--- config.mk ---
export PLATFORM = sky130hd
export DESIGN_NAME = alu_sequencer_flat
export DESIGN_NICKNAME = d
export VERILOG_FILES = /design/src/rtl/alu_sequencer_pkg.sv /design/src/rtl/alu_sequencer_if.sv /design/src/rtl/alu_sequencer_strobe_decode.sv /design/src/rtl/alu_sequencer.sv /design/src/flat_wrapper.sv
export SDC_FILE = /design/constraint.sdc
export NUM_CORES = 1
export LEC_CHECK = 0
export CAP_MARGIN = 25
export CORE_MARGIN = 8
export CORE_UTILIZATION = 59
export CTS_BUF_LIST = sky130_fd_sc_hd__clkbuf_4 sky130_fd_sc_hd__clkbuf_8
export DETAILED_ROUTE_END_ITERATION = 10
export DONT_BUFFER_PORTS = 1
export GPL_TIMING_DRIVEN = 0
export PLACE_DENSITY = 0.78
export SLEW_MARGIN = 20
export SYNTH_ARGS = -nofsm -noshare
export SYNTH_HDL_FRONTEND = slang
export SYNTH_SLANG_ARGS = --single-unit
--- constraint.sdc ---
create_clock -name clk -period 2.2 [get_ports clk]
set_input_delay 0.11 -clock clk [delete_from_list [all_inputs] [get_ports clk]]
set_output_delay 0.11 -clock clk [all_outputs]
set_load 0.01 [all_outputs]
--- src/rtl/alu_sequencer_pkg.sv ---
// alu_sequencer_pkg: opcodes, FSM states and strobe indices shared by the sequencer
package alu_sequencer_pkg;
  localparam int DATA_W = 4;
  localparam logic [3:0] OP_NOP = 4'h0;
  localparam logic [3:0] OP_ADD = 4'h1;
  localparam logic [3:0] OP_SUB = 4'h2;
  localparam logic [3:0] OP_AND = 4'h3;
  localparam logic [3:0] OP_OR  = 4'h4;
  localparam logic [3:0] OP_XOR = 4'h5;
  localparam logic [3:0] OP_INV = 4'h6;
  localparam logic [3:0] OP_CLR = 4'h7;
  localparam logic [3:0] OP_LSH = 4'h8;
  localparam logic [3:0] OP_RSH = 4'h9;
  localparam logic [3:0] OP_LDI = 4'hA;
  localparam int S_ADD = 0;
  localparam int S_SUB = 1;
  localparam int S_LSR = 2;
  localparam int S_LSH = 3;
  localparam int S_RSH = 4;
  localparam int S_AND = 5;
  localparam int S_OR  = 6;
  localparam int S_XOR = 7;
  localparam int S_INV = 8;
  localparam int S_CLR = 9;
  typedef logic [9:0] strobe_t;
  typedef enum logic [2:0] {ST_IDLE, ST_EXEC, ST_SHL, ST_SHX, ST_RET} state_t;
  function automatic logic is_alu_op(input logic [3:0] op);
    return op >= OP_ADD && op <= OP_CLR;
  endfunction
  function automatic logic is_shift(input logic [3:0] op);
    return op == OP_LSH || op == OP_RSH;
  endfunction
endpackage

--- src/rtl/alu_sequencer_if.sv ---
// alu_sequencer_if: instruction handshake, ALU control/operand bus and architectural state
interface alu_sequencer_if;
  import alu_sequencer_pkg::*;
  logic              instr_valid;
  logic              instr_ready;
  logic [DATA_W+3:0] instr;
  logic              alu_add, alu_sub, alu_lsr, alu_lsh, alu_rsh;
  logic              alu_and, alu_or, alu_xor, alu_inv, alu_clr;
  logic [DATA_W-1:0] alu_in1, alu_in2, alu_out;
  logic              alu_overflow, alu_shift_flag;
  logic [DATA_W-1:0] acc;
  logic              carry_flag, zero_flag, done, illegal, busy;
  modport master (
    output instr_valid, instr, alu_out, alu_overflow, alu_shift_flag,
    input  instr_ready, alu_add, alu_sub, alu_lsr, alu_lsh, alu_rsh, alu_and, alu_or,
           alu_xor, alu_inv, alu_clr, alu_in1, alu_in2, acc, carry_flag, zero_flag,
           done, illegal, busy
  );
  modport slave (
    input  instr_valid, instr, alu_out, alu_overflow, alu_shift_flag,
    output instr_ready, alu_add, alu_sub, alu_lsr, alu_lsh, alu_rsh, alu_and, alu_or,
           alu_xor, alu_inv, alu_clr, alu_in1, alu_in2, acc, carry_flag, zero_flag,
           done, illegal, busy
  );
endinterface

--- src/rtl/alu_sequencer_strobe_decode.sv ---
// alu_strobe_decode: maps registered (state, opcode) to the ten one-hot ALU strobes
module alu_strobe_decode
  import alu_sequencer_pkg::*;
(
  input  state_t     state,
  input  logic [3:0] op,
  output strobe_t    strb
);
  // every strobe is a pure AND of registered terms, so at most one can be high
  always_comb begin
    strb        = '0;
    strb[S_ADD] = state == ST_EXEC && op == OP_ADD;
    strb[S_SUB] = state == ST_EXEC && op == OP_SUB;
    strb[S_AND] = state == ST_EXEC && op == OP_AND;
    strb[S_OR]  = state == ST_EXEC && op == OP_OR;
    strb[S_XOR] = state == ST_EXEC && op == OP_XOR;
    strb[S_INV] = state == ST_EXEC && op == OP_INV;
    strb[S_CLR] = state == ST_EXEC && op == OP_CLR;
    strb[S_LSR] = state == ST_SHL;
    strb[S_LSH] = state == ST_SHX && op == OP_LSH;
    strb[S_RSH] = state == ST_SHX && op == OP_RSH;
  end
endmodule

--- src/rtl/alu_sequencer.sv ---
// alu_sequencer: decodes instructions into ALU strobes and writes results back to acc/flags
module alu_sequencer
  import alu_sequencer_pkg::*;
#(
  parameter logic [DATA_W-1:0] ACC_RST = '0
) (
  input logic clk,
  input logic reset,
  alu_sequencer_if.slave bus
);
  state_t            state;
  logic [3:0]        op;
  logic [DATA_W-1:0] imm, acc;
  logic              carry, zero, done, illegal;
  strobe_t           strb;
  alu_strobe_decode u_dec (.state(state), .op(op), .strb(strb));
  // instruction FSM with accumulator and flag writeback; done/illegal are registered into RET
  always_ff @(posedge clk or negedge reset) begin
    if (!reset) begin
      state   <= ST_IDLE;
      op      <= OP_NOP;
      imm     <= '0;
      acc     <= ACC_RST;
      carry   <= 1'b0;
      zero    <= 1'b1;
      done    <= 1'b0;
      illegal <= 1'b0;
    end else begin
      done    <= 1'b0;
      illegal <= 1'b0;
      case (state)
        ST_IDLE: if (bus.instr_valid) begin
          op    <= bus.instr[DATA_W+3:DATA_W];
          imm   <= bus.instr[DATA_W-1:0];
          state <= is_shift(bus.instr[DATA_W+3:DATA_W]) ? ST_SHL : ST_EXEC;
        end
        ST_EXEC: begin
          if (is_alu_op(op)) begin
            acc   <= bus.alu_out;
            carry <= bus.alu_overflow;
            zero  <= bus.alu_out == '0;
          end else if (op == OP_LDI) begin
            acc  <= imm;
            zero <= imm == '0;
          end
          done    <= 1'b1;
          illegal <= op > OP_LDI;
          state   <= ST_RET;
        end
        ST_SHL: state <= ST_SHX;
        ST_SHX: begin
          acc   <= bus.alu_out;
          carry <= bus.alu_shift_flag;
          zero  <= bus.alu_out == '0;
          done  <= 1'b1;
          state <= ST_RET;
        end
        default: state <= ST_IDLE;
      endcase
    end
  end
  assign bus.instr_ready = state == ST_IDLE;
  assign bus.busy        = state != ST_IDLE;
  assign bus.alu_in1     = acc;
  assign bus.alu_in2     = imm;
  assign bus.acc         = acc;
  assign bus.carry_flag  = carry;
  assign bus.zero_flag   = zero;
  assign bus.done        = done;
  assign bus.illegal     = illegal;
  assign bus.alu_add     = strb[S_ADD];
  assign bus.alu_sub     = strb[S_SUB];
  assign bus.alu_lsr     = strb[S_LSR];
  assign bus.alu_lsh     = strb[S_LSH];
  assign bus.alu_rsh     = strb[S_RSH];
  assign bus.alu_and     = strb[S_AND];
  assign bus.alu_or      = strb[S_OR];
  assign bus.alu_xor     = strb[S_XOR];
  assign bus.alu_inv     = strb[S_INV];
  assign bus.alu_clr     = strb[S_CLR];
endmodule

--- src/flat_wrapper.sv ---
// flat-port wrapper written by rule: the top's interface ports become plain ports
module alu_sequencer_flat import alu_sequencer_pkg::*;
#(
  parameter logic [DATA_W-1:0] ACC_RST = '0
)
  (clk, reset, bus_instr_valid, bus_instr, bus_alu_out, bus_alu_overflow, bus_alu_shift_flag, bus_instr_ready, bus_alu_add, bus_alu_sub, bus_alu_lsr, bus_alu_lsh, bus_alu_rsh, bus_alu_and, bus_alu_or, bus_alu_xor, bus_alu_inv, bus_alu_clr, bus_alu_in1, bus_alu_in2, bus_acc, bus_carry_flag, bus_zero_flag, bus_done, bus_illegal, bus_busy);
  alu_sequencer_if bus_i ();
  input logic clk;
  input logic reset;
  input wire logic [$bits(bus_i.instr_valid)-1:0] bus_instr_valid;
  input wire logic [$bits(bus_i.instr)-1:0] bus_instr;
  input wire logic [$bits(bus_i.alu_out)-1:0] bus_alu_out;
  input wire logic [$bits(bus_i.alu_overflow)-1:0] bus_alu_overflow;
  input wire logic [$bits(bus_i.alu_shift_flag)-1:0] bus_alu_shift_flag;
  output wire logic [$bits(bus_i.instr_ready)-1:0] bus_instr_ready;
  output wire logic [$bits(bus_i.alu_add)-1:0] bus_alu_add;
  output wire logic [$bits(bus_i.alu_sub)-1:0] bus_alu_sub;
  output wire logic [$bits(bus_i.alu_lsr)-1:0] bus_alu_lsr;
  output wire logic [$bits(bus_i.alu_lsh)-1:0] bus_alu_lsh;
  output wire logic [$bits(bus_i.alu_rsh)-1:0] bus_alu_rsh;
  output wire logic [$bits(bus_i.alu_and)-1:0] bus_alu_and;
  output wire logic [$bits(bus_i.alu_or)-1:0] bus_alu_or;
  output wire logic [$bits(bus_i.alu_xor)-1:0] bus_alu_xor;
  output wire logic [$bits(bus_i.alu_inv)-1:0] bus_alu_inv;
  output wire logic [$bits(bus_i.alu_clr)-1:0] bus_alu_clr;
  output wire logic [$bits(bus_i.alu_in1)-1:0] bus_alu_in1;
  output wire logic [$bits(bus_i.alu_in2)-1:0] bus_alu_in2;
  output wire logic [$bits(bus_i.acc)-1:0] bus_acc;
  output wire logic [$bits(bus_i.carry_flag)-1:0] bus_carry_flag;
  output wire logic [$bits(bus_i.zero_flag)-1:0] bus_zero_flag;
  output wire logic [$bits(bus_i.done)-1:0] bus_done;
  output wire logic [$bits(bus_i.illegal)-1:0] bus_illegal;
  output wire logic [$bits(bus_i.busy)-1:0] bus_busy;
  assign bus_i.instr_valid = bus_instr_valid;
  assign bus_i.instr = bus_instr;
  assign bus_i.alu_out = bus_alu_out;
  assign bus_i.alu_overflow = bus_alu_overflow;
  assign bus_i.alu_shift_flag = bus_alu_shift_flag;
  assign bus_instr_ready = bus_i.instr_ready;
  assign bus_alu_add = bus_i.alu_add;
  assign bus_alu_sub = bus_i.alu_sub;
  assign bus_alu_lsr = bus_i.alu_lsr;
  assign bus_alu_lsh = bus_i.alu_lsh;
  assign bus_alu_rsh = bus_i.alu_rsh;
  assign bus_alu_and = bus_i.alu_and;
  assign bus_alu_or = bus_i.alu_or;
  assign bus_alu_xor = bus_i.alu_xor;
  assign bus_alu_inv = bus_i.alu_inv;
  assign bus_alu_clr = bus_i.alu_clr;
  assign bus_alu_in1 = bus_i.alu_in1;
  assign bus_alu_in2 = bus_i.alu_in2;
  assign bus_acc = bus_i.acc;
  assign bus_carry_flag = bus_i.carry_flag;
  assign bus_zero_flag = bus_i.zero_flag;
  assign bus_done = bus_i.done;
  assign bus_illegal = bus_i.illegal;
  assign bus_busy = bus_i.busy;
  alu_sequencer #(.ACC_RST(ACC_RST)) u_core (.clk(clk), .reset(reset), .bus(bus_i));
endmodule
# Word level (Yosys, flattened, before mapping)
# Index checks and enable logic that the tools add are counted.
# Widths: inputs -> output; s select.
[totals]
mem_bits_ro = 0
register_bits = 19
ram_bits = 0
out_inout_bits = 28
latchBits = 0
mem_count = 0
input_bits = 17
[op_classes]
eq_ne = 18
multipliers = 0
addsub = 0
order_cmp = 3
n_reduce_logical = 20
n_shift = 0
mux = 13
div = 0
bitwise_logic = 0
[op_table]
columns = ["cell", "n"]
rows = [
  ["$eq 4x4->1 const B", 5],
  ["$eq 4x3->1 const B", 4],
  ["$logic_and 1x1->1", 10],
  ["$pmux 3 s3", 1],
  ["$eq 4x2->1 const B", 2],
  ["$logic_not 4->1", 2],
  ["$mux 4", 2],
  ["$pmux 4 s2", 1],
  ["$eq 3x2->1 const B", 2],
  ["$reduce_and 2->1", 3],
  ["$mux 1", 5],
  ["$eq 4x1->1 const B", 1],
  ["$ge 4x1->1 const B", 1],
  ["$gt 4x4->1 const B", 1],
  ["$le 4x3->1 const B", 1],
  ["$pmux 1 s2", 2],
  ["$eq 3x1->1 const B", 1],
  ["$logic_not 3->1", 1],
  ["$mux 3", 1],
  ["$ne 3x1->1 const B", 1],
  ["$reduce_bool 3->1", 1],
  ["$mux 2", 1],
  ["$ne 2x1->1 const B", 1],
  ["$ne 2x2->1 const B", 1],
  ["other kinds (3)", 3],
]

# Depth between registers and ports, before layout
# Gate-level depths: netlist of the first run.
[logic_depth]
word_depth = 5
depth_mapped = 5

# Hierarchy
# From an unflattened synthesis of the first run, not the netlist that was laid out.
[unflattened]
cells_unflattened = 103
hier_area_um2 = 987.2
[modules_own_cells]
columns = ["mod", "seq_area_each_um2", "n_inst", "cells_per_inst", "area_each_um2"]
rows = [
  ["alu_sequencer", 476.7, 1, 86, 882.1],
  ["alu_strobe_decode", 0.0, 1, 17, 105.1],
]

# Worst setup path after synthesis of the first run
# No wires, ideal clock.
[synth_path]
path_kind = "register to register"
start = "register u_core.state[0]"
end = "register u_core.imm[0] (netlist: u_core.bus.alu_in2[0])"
arrival_time_ns = 1.438
n_path_buf = 1
setup_slack_ns = 0.637
path_stages_with_launch = 5
cell_sequence = "dfrtp_1 nor3_1 and2_1 buf_4 mux2_2"
[synth_between]
elab_chain_cells = 2
[synth_lines]
columns = ["item", "line_no", "source"]
rows = [
  ["start: declaration", "alu_sequencer.sv:11", "state_t state;"],
  ["start signal: assignment", "alu_sequencer.sv:35", "state <= is_shift(bus.instr[DATA_W+3:DATA_W]) ? ST_SHL : ST_EXEC;"],
  ["$logic_not 3->1", "-", ""],
  ["net bus_instr_ready", "flat_wrapper.sv:15", "output wire logic [$bits(bus_i.instr_ready)-1:0] bus_instr_ready;"],
  ["$reduce_and 2->1 (no line)", "-", ""],
  ["end signal: assignment", "alu_sequencer.sv:34", "imm <= bus.instr[DATA_W-1:0];"],
  ["end: declaration", "alu_sequencer.sv:13", "logic [DATA_W-1:0] imm, acc;"],
]
# The timed path passes the listed nets, and every way through them passes these cells.
# A chain may end at the register's enable or synchronous reset.

# Worst setup path after layout of the first run
[layout_path]
start = "register u_core.state[2]"
end = "output port bus_alu_lsh"
[layout_between]
elab_chain_cells = 2
[layout_lines]
columns = ["item", "line_no", "source"]
rows = [
  ["$eq 3x2->1", "alu_sequencer_strobe_decode.sv:20", "strb[S_LSH] = state == ST_SHX && op == OP_LSH;"],
  ["$logic_and 1x1->1", "alu_sequencer_strobe_decode.sv:20", ""],
  ["end: declaration", "flat_wrapper.sv:19", "output wire logic [$bits(bus_i.alu_lsh)-1:0] bus_alu_lsh;"],
]
# Every way passes these cells.

==> results of run 1 <==
## power groups by stage
stage	combinational [mW]	sequential, mW	clock, mW
finish	0.695	0.713	0.194
CTS	0.699	0.714	0.204
floorplan	0.588	0.675	0
global placement	0.650	0.713	0
global route	0.767	0.739	0.212
detailed placement	0.675	0.722	0
## logic make-up after synthesis
family | count (synthesis) | share of synthesized area
AOI/OAI and AO/OA | 14 | 0.109
buffers and inverters | 12 | 0.0808
DFF | 19 | 0.481
muxes | 12 | 0.130
and+or+nand+nor | 39 | 0.200
## critical path, cell delays in order (launching register included)
cell and delay (ns):
dfrtp_1 0.42, nand2b_1 0.24, inv_2 0.15, nand2_1 0.09, or3_1 0.34, nor3_1 0.31
## timing repair
action	4_1_cts	5_1_grt
endpoints found under the hold margin	30	0
setup endpoints to repair	0	0
hold buffers	12	0
## cell usage after synthesis (all sizes together)
cell	number	share of area
dfrtp	18	0.45
nor2	10	0.038
nand2	9	0.034
buf	8	0.066
mux2	7	0.080
nor3	6	0.030
o21ai	6	0.030
mux2i	5	0.051
inv	4	0.015
nand2b	4	0.025
a21oi	3	0.015
nor4	3	0.019
and2	2	0.014
or4	2	0.019
dfstp	1	0.027
nor2b	1	0.0063
nor3b	1	0.0076
o21a	1	0.0076
o21bai	1	0.0076
o22ai	1	0.0063
o2bb2ai	1	0.015
o311ai	1	0.027
or3	1	0.0063
## state kept, by name, summed over array words and instances (netlist names)
signal,cells
u_core.bus.acc,4
u_core.bus.alu_in2,4
u_core.op,4
u_core.state,3
u_core.bus.carry_flag,1
u_core.bus.done,1
u_core.bus.illegal,1
u_core.bus.zero_flag,1
## path summary, 6_finish.rpt
check                                              to  cells after the start  slack [ns]       startpoint
worst max-delay path                      bus_alu_lsh                      5        0.23  u_core.state[2]
worst min-delay path                u_core.bus.acc[1]                      2        0.01   bus_alu_out[1]
worst max register to register  u_core.bus.alu_in2[2]                      4        0.46  u_core.state[0]
worst min register to register        u_core.state[1]                      1        0.49  u_core.state[0]
max in group asynchronous       u_core.bus.alu_in2[2]                      1        1.36            reset
min in group asynchronous             u_core.bus.done                      1        0.34            reset
## final cells by class
cell class                 count  area share
buffer                         8      0.0560
clock buffer                   4      0.0258
inverter                       4      0.0129
multi-input combinational     65       0.374
sequential                    19       0.410
tap                           17      0.0183
timing repair buffer          12       0.103
## per-layer routing
layer	global-route usage	vias to the layer above	share of wire
met1	0.157	343	0.41
met4	0.0705	0	0.021
li1	-	361	-
met3	0.0443	5	0.067
met2	0.216	23	0.50
met5	0	-	0
==> out/results.txt, run 1 <==
Status: completed
Non-filler cells in the finished layout: 129
Cell Int Power: 921 uW
GRT Total Usage: 0.135
Setup-failing EPs final: 0
Final Hold Viols: 0
Crit. End Element: output pin
Area of the multi-input gates: 434 um2
Starting Density: 0.600
Fmax: 509 MHz
Setup CP Type: reg -> out
RSZ-0062 raised after global routing: false
H-tree depth: 1
Net Sw Frac: 0.425
Syn Std Cell Area: 991 um2
DR WL/cell: 16.8 um
Placed inst area: 1010 um2
Most common cell after layout, fill and taps aside: dfrtp_1
CTS Buf Count: 3
Critical Path RT: 2.09 ns
Yosys warns: 0
Most frequent cells in the layout: dfrtp_1, dlygate4sd3_1, nor2_1
Register Area: 477 um2
WP data arrival: 1.86 ns
Maxcap violations: 0
Mean Syn Cell Area: 10.3 um2
Min-Delay Path Class: in -> reg
Die span in x: 57.0 um
Post-synth cell types: 28
Setup ws final: 0.235 ns
Global-route wire length before repair: 3510 um
Clock Path Buffers: 2
1st-iter DRT viols: 12
Seq pwr share: 0.445
NetSw: 681 uW
Worst-skew pair later-pin latency: 0.30 ns
Lkg Pwr: 0.511 nW
Actual slew at the worst max-slew pin: 0.826 ns
Antenna Nets Post-Route: 0
Setup Total Neg Slack: 0 ns
Die area: 3250 um2
Total power: 1.60 mW
Drt via density: 5.67
Initial antenna violation count: 0
First-pass detailed-route iteration total: 4
Vias in the first global route: 720
IO Count: 45
Clk root buf: clkbuf_4
Syn Inst Count: 96
Post-route DRC: 0
Final WL: 2170 um
# resized after CTS: 0
Worst clock skew: 0.000752 ns
Pwr Density: 1380 nW/um2
Nets: 130
# rows: 15
Area grow syn2layout: 17.3%
Final instance area: 1160 um2
Seq/Total Area, Yosys: 0.481
Tmin final: 1.97 ns
Max-slew headroom: 0.447
Slew Limit Fails: 0
Dpl cells: 113
Post-Route Utilization: 0.704
Port Buffers: 0
DP HPWL: 1620 um
GRT overflow: 0
Setup WS pre-CTS: 0.460 ns
Clk slew on worst S/H paths: 0.11 ns
Crit path launch type: register
Sink Count: 19
Pin count of the biggest net entering global routing: 20
Peak supply drop: 987 uV
Layout cells sized above 1: 0.223
Setup Buffers After CTS: 0
Antenna Cells: 0
Seq cells post-synth: 19
Die Y: 57.0 um
WHS: 0.0149 ns
Placer Congestion: 0.788
CP Max Fanout: 5
CTS tree: done
# fillers: 127
Clk pwr share: 0.121
Combinational share of power: 0.434
Final period util: 0.893
Routed via count: 732
Syn_nets: 113
Core area: 1650 um2
Power figures use the tool's default switching activity.
==> run 2: changes to the inputs <==
--- a/config.mk
+++ b/config.mk
@@ -8,7 +8,7 @@
 export CAP_MARGIN = 25
 export CORE_MARGIN = 8
 export CORE_UTILIZATION = 59
-export CTS_BUF_LIST = sky130_fd_sc_hd__clkbuf_4 sky130_fd_sc_hd__clkbuf_8
+export CTS_BUF_LIST = sky130_fd_sc_hd__clkbuf_8
 export DETAILED_ROUTE_END_ITERATION = 10
 export DONT_BUFFER_PORTS = 1
 export GPL_TIMING_DRIVEN = 0
==> out/results.txt, run 2 (synthesized netlist as in run 1, its figures left out) <==
Status: completed
Crit path launch type: register
First-pass detailed-route iteration total: 4
DP HPWL: 1620 um
Actual slew at the worst max-slew pin: 0.847 ns
CP Max Fanout: 5
Combinational share of power: 0.418
Die area: 3250 um2
Setup CP Type: reg -> out
Die Y: 57.0 um
Max-slew headroom: 0.433
Seq pwr share: 0.435
GRT Total Usage: 0.125
Final instance area: 1120 um2
Cell Int Power: 956 uW
Antenna Nets Post-Route: 0
Final Hold Viols: 0
1st-iter DRT viols: 13
Register Area: 477 um2
Placer Congestion: 0.788
Most frequent cells in the layout: dfrtp_1, nor2_1, nand2_1
CTS Buf Count: 3
Area grow syn2layout: 12.8%
Vias in the first global route: 692
WP data arrival: 1.79 ns
Peak supply drop: 753 uV
Global-route wire length before repair: 3280 um
Final period util: 0.862
Fmax: 527 MHz
Routed via count: 709
Drt via density: 5.76
Setup ws final: 0.304 ns
Setup Total Neg Slack: 0 ns
Setup WS pre-CTS: 0.460 ns
Worst-skew pair later-pin latency: 0.25 ns
Core area: 1650 um2
Nets: 124
Tmin final: 1.90 ns
NetSw: 675 uW
Pin count of the biggest net entering global routing: 20
Initial antenna violation count: 0
IO Count: 45
WHS: 0.00578 ns
Net Sw Frac: 0.414
Pwr Density: 1460 nW/um2
Final WL: 2070 um
Layout cells sized above 1: 0.226
Critical Path RT: 2.09 ns
Starting Density: 0.600
Most common cell after layout, fill and taps aside: dfrtp_1
CTS tree: done
GRT overflow: 0
Clock Path Buffers: 2
# rows: 15
Antenna Cells: 0
Area of the multi-input gates: 434 um2
Min-Delay Path Class: in -> reg
Clk root buf: clkbuf_8
Lkg Pwr: 0.495 nW
DR WL/cell: 16.9 um
Die span in x: 57.0 um
Post-Route Utilization: 0.677
Clk pwr share: 0.146
Crit. End Element: output pin
Post-route DRC: 0
Placed inst area: 1010 um2
Clk slew on worst S/H paths: 0.07 ns
Setup-failing EPs final: 0
Non-filler cells in the finished layout: 123
Maxcap violations: 0
Dpl cells: 113
Port Buffers: 0
H-tree depth: 1
RSZ-0062 raised after global routing: false
Total power: 1.63 mW
# resized after CTS: 0
Sink Count: 19
Worst clock skew: 0.00153 ns
# fillers: 130
Slew Limit Fails: 0
run 2: changes by cell type in the layout (fill, tap and decap cells not counted), sizes merged:
| cell | delta |
|---|---|
| clkbuf | -1 |
| dlygate4sd3 | -6 |
| inv | +1 |
run 2: what timing repair did:
| action | 4_1_cts | 5_1_grt |
|---|---|---|
| hold buffers | 3 | 3 |
| hold endpoints to repair | 21 | 3 |
| setup endpoints to repair | 0 | 0 |
| buffers inserted | 0 | 0 |
run 2: cell type report:
type                            count  area share
Timing Repair Buffer                6      0.0538
Sequential cell                    19       0.427
Tap cell                           17      0.0190
Clock inverter                      1     0.00336
Clock buffer                        3      0.0370
Inverter                            4      0.0134
Buffer                              8      0.0582
Multi-Input combinational cell     65       0.389
run 2: power groups by stage:
stage / logic [mW] / clock network (mW) / registers, mW
final: 0.683 / 0.238 / 0.710
after global routing: 0.755 / 0.254 / 0.737
after CTS: 0.689 / 0.246 / 0.715
after detailed placement: 0.675 / 0 / 0.722
after global placement: 0.650 / 0 / 0.713
after floorplan: 0.588 / 0 / 0.675
run 2: layer usage:
layer | vias to the layer above | global-route usage | part of all wire
li1 | 346 | - | -
met4 | 0 | 0.0503 | 0.010
met5 | - | 0 | 0
met1 | 339 | 0.142 | 0.39
met2 | 22 | 0.203 | 0.52
met3 | 2 | 0.0488 | 0.076
run 2: worst paths after layout:
check	start	end	slack (ns)	cells after the start
setup / recovery	u_core.state[2]	bus_alu_lsh	0.30	5
hold / removal	bus_instr[5]	u_core.op[1]	0.006	1
setup reg to reg	u_core.state[0]	u_core.bus.alu_in2[2]	0.47	4
hold reg to reg	u_core.state[2]	u_core.state[1]	0.48	1
max in group asynchronous	reset	u_core.state[2]	1.28	1
min in group asynchronous	reset	u_core.bus.acc[3]	0.40	1
run 2: worst max-delay path: stages (launching register included):
cell and delay [ns]:
dfrtp_1 0.40, nand2b_1 0.24, inv_2 0.15, nand2_1 0.08, or3_1 0.35, nor3_1 0.31
==> run 3: changes to the inputs <==
--- a/config.mk
+++ b/config.mk
@@ -12,7 +12,7 @@
 export DETAILED_ROUTE_END_ITERATION = 10
 export DONT_BUFFER_PORTS = 1
 export GPL_TIMING_DRIVEN = 0
-export PLACE_DENSITY = 0.78
+export PLACE_DENSITY_LB_ADDON = 0.12
 export SLEW_MARGIN = 20
 export SYNTH_ARGS = -nofsm -noshare
 export SYNTH_HDL_FRONTEND = slang
==> out/results.txt, run 3 (synthesized netlist as in run 1, its figures left out) <==
Routed via count: 698
Peak supply drop: 746 uV
Crit path launch type: register
Initial antenna violation count: 0
Placer Congestion: 0.706
IO Count: 45
Pin count of the biggest net entering global routing: 20
GRT overflow: 0
Clk root buf: clkbuf_8
GRT Total Usage: 0.133
Worst-skew pair later-pin latency: 0.25 ns
Max-slew headroom: 0.449
Actual slew at the worst max-slew pin: 0.824 ns
Antenna Cells: 0
Setup ws final: 0.346 ns
Hold path depth: 1
Die span in x: 57.0 um
Critical path's slowest cell: dfrtp_1
Worst r2r src: u_core.state[0]
Sink Count: 19
Tmin final: 1.85 ns
CTS tree: done
WP data arrival: 1.74 ns
Min-Delay Path Class: in -> reg
CP peak stage delay: 0.40 ns
Clk slew on worst S/H paths: 0.07 ns
1st-iter DRT viols: 11
Layout cells sized above 1: 0.229
Crit-path cells: nand2b_1 -> inv_2 -> nand2_1 -> or3_1 -> nor3_1
Setup CP Type: reg -> out
Final instance area: 1110 um2
Placed inst area: 1010 um2
Fmax: 539 MHz
Nets: 123
Port Buffers: 0
Maxcap violations: 0
Final WL: 2090 um
Die area: 3250 um2
Starting Density: 0.600
Worst r2r dst: u_core.op[1]
Post-route DRC: 0
DR WL/cell: 17.1 um
Most common cell after layout, fill and taps aside: dfrtp_1
Non-filler cells in the finished layout: 122
Worst clock skew: 0.00298 ns
Setup Total Neg Slack: 0 ns
Lkg Pwr: 0.491 nW
# rows: 15
DP HPWL: 1620 um
Antenna Nets Post-Route: 0
Global-route wire length before repair: 3460 um
Area grow syn2layout: 11.7%
Status: completed
Setup-failing EPs final: 0
Drt via density: 5.72
Pwr Density: 1470 nW/um2
Vias in the first global route: 727
Crit. End Element: output pin
Dpl cells: 113
Critical Path RT: 2.09 ns
Die Y: 57.0 um
Setup Buffers After CTS: 0
Core area: 1650 um2
Final period util: 0.843
Hold_sp: bus_instr[2]
CTS Buf Count: 3
Setup WS pre-CTS: 0.441 ns
R2r setup slk: 0.47 ns
Clock Path Buffers: 2
H-tree depth: 1
Hold EP: u_core.bus.alu_in2[2]
Most frequent cells in the layout: dfrtp_1, nor2_1, nand2_1
Worst Reg-to-Reg Cells: 4
Slew Limit Fails: 0
CP Max Fanout: 5
First-pass detailed-route iteration total: 4
RSZ-0062 raised after global routing: false
Final Hold Viols: 0
[run 3: metrics by stage]
| stage | util | total power, mW | hold WS (ns) |
|---|---|---|---|
| finish | 0.670 | 1.63 | 0.00737 |
| global route | 0.670 | 1.75 | 0.00156 |
| CTS | 0.658 | 1.65 | 0.000345 |
| detailed placement | 0.613 | 1.40 | -0.185 |
| global placement | 0.613 | 1.37 | -0.185 |
| floorplan | - | 1.26 | -0.186 |
[run 3: routing by layer]
layer | track usage | up-vias | wire (um)
li1 | - | 351 | -
met4 | 0.0604 | 0 | 34
met2 | 0.225 | 26 | 1020
met5 | 0 | - | 0
met1 | 0.141 | 316 | 848
met3 | 0.0532 | 5 | 185
[run 3: layout make-up]
| class | instances | area (um2) |
|---|---|---|
| sequential | 19 | 477 |
| clock buffer | 3 | 41.3 |
| multi-input combinational | 65 | 434 |
| tap | 17 | 21.3 |
| timing repair buffer | 5 | 50.0 |
| inverter | 4 | 15.0 |
| clock inverter | 1 | 3.75 |
| fill | 134 | 544 |
| buffer | 8 | 65.1 |
[run 3: worst max-delay path: cells and delay by family, from the launching register on]
family	cells	cell delay, ns
buffers and inverters	1	0.15
DFF	1	0.40
and+or+nand+nor	4	0.95
[run 3: worst max-delay path by stage]
stage | start | endpoint | slack [ns] | cells past startpoint
after floorplan | u_core.state[0] | u_core.bus.alu_in2[0] | 0.64 | 4
after global placement | u_core.state[0] | u_core.bus.alu_in2[2] | 0.51 | 4
after detailed placement | u_core.state[0] | u_core.op[1] | 0.44 | 4
after CTS | u_core.state[2] | bus_alu_lsh | 0.32 | 5
after global routing | u_core.state[2] | bus_alu_lsh | 0.26 | 5
final | u_core.state[2] | bus_alu_lsh | 0.35 | 5
[run 3: report_power, final]
group          switching, mW  internal [mW]
logic                  0.370          0.319
clock network          0.109          0.124
registers              0.195          0.512
[run 3: repair_timing]
| item | CTS | global route |
|---|---|---|
| endpoints found under the hold margin | 21 | 2 |
| hold buffers | 3 | 2 |
| resized for setup | 0 | 0 |
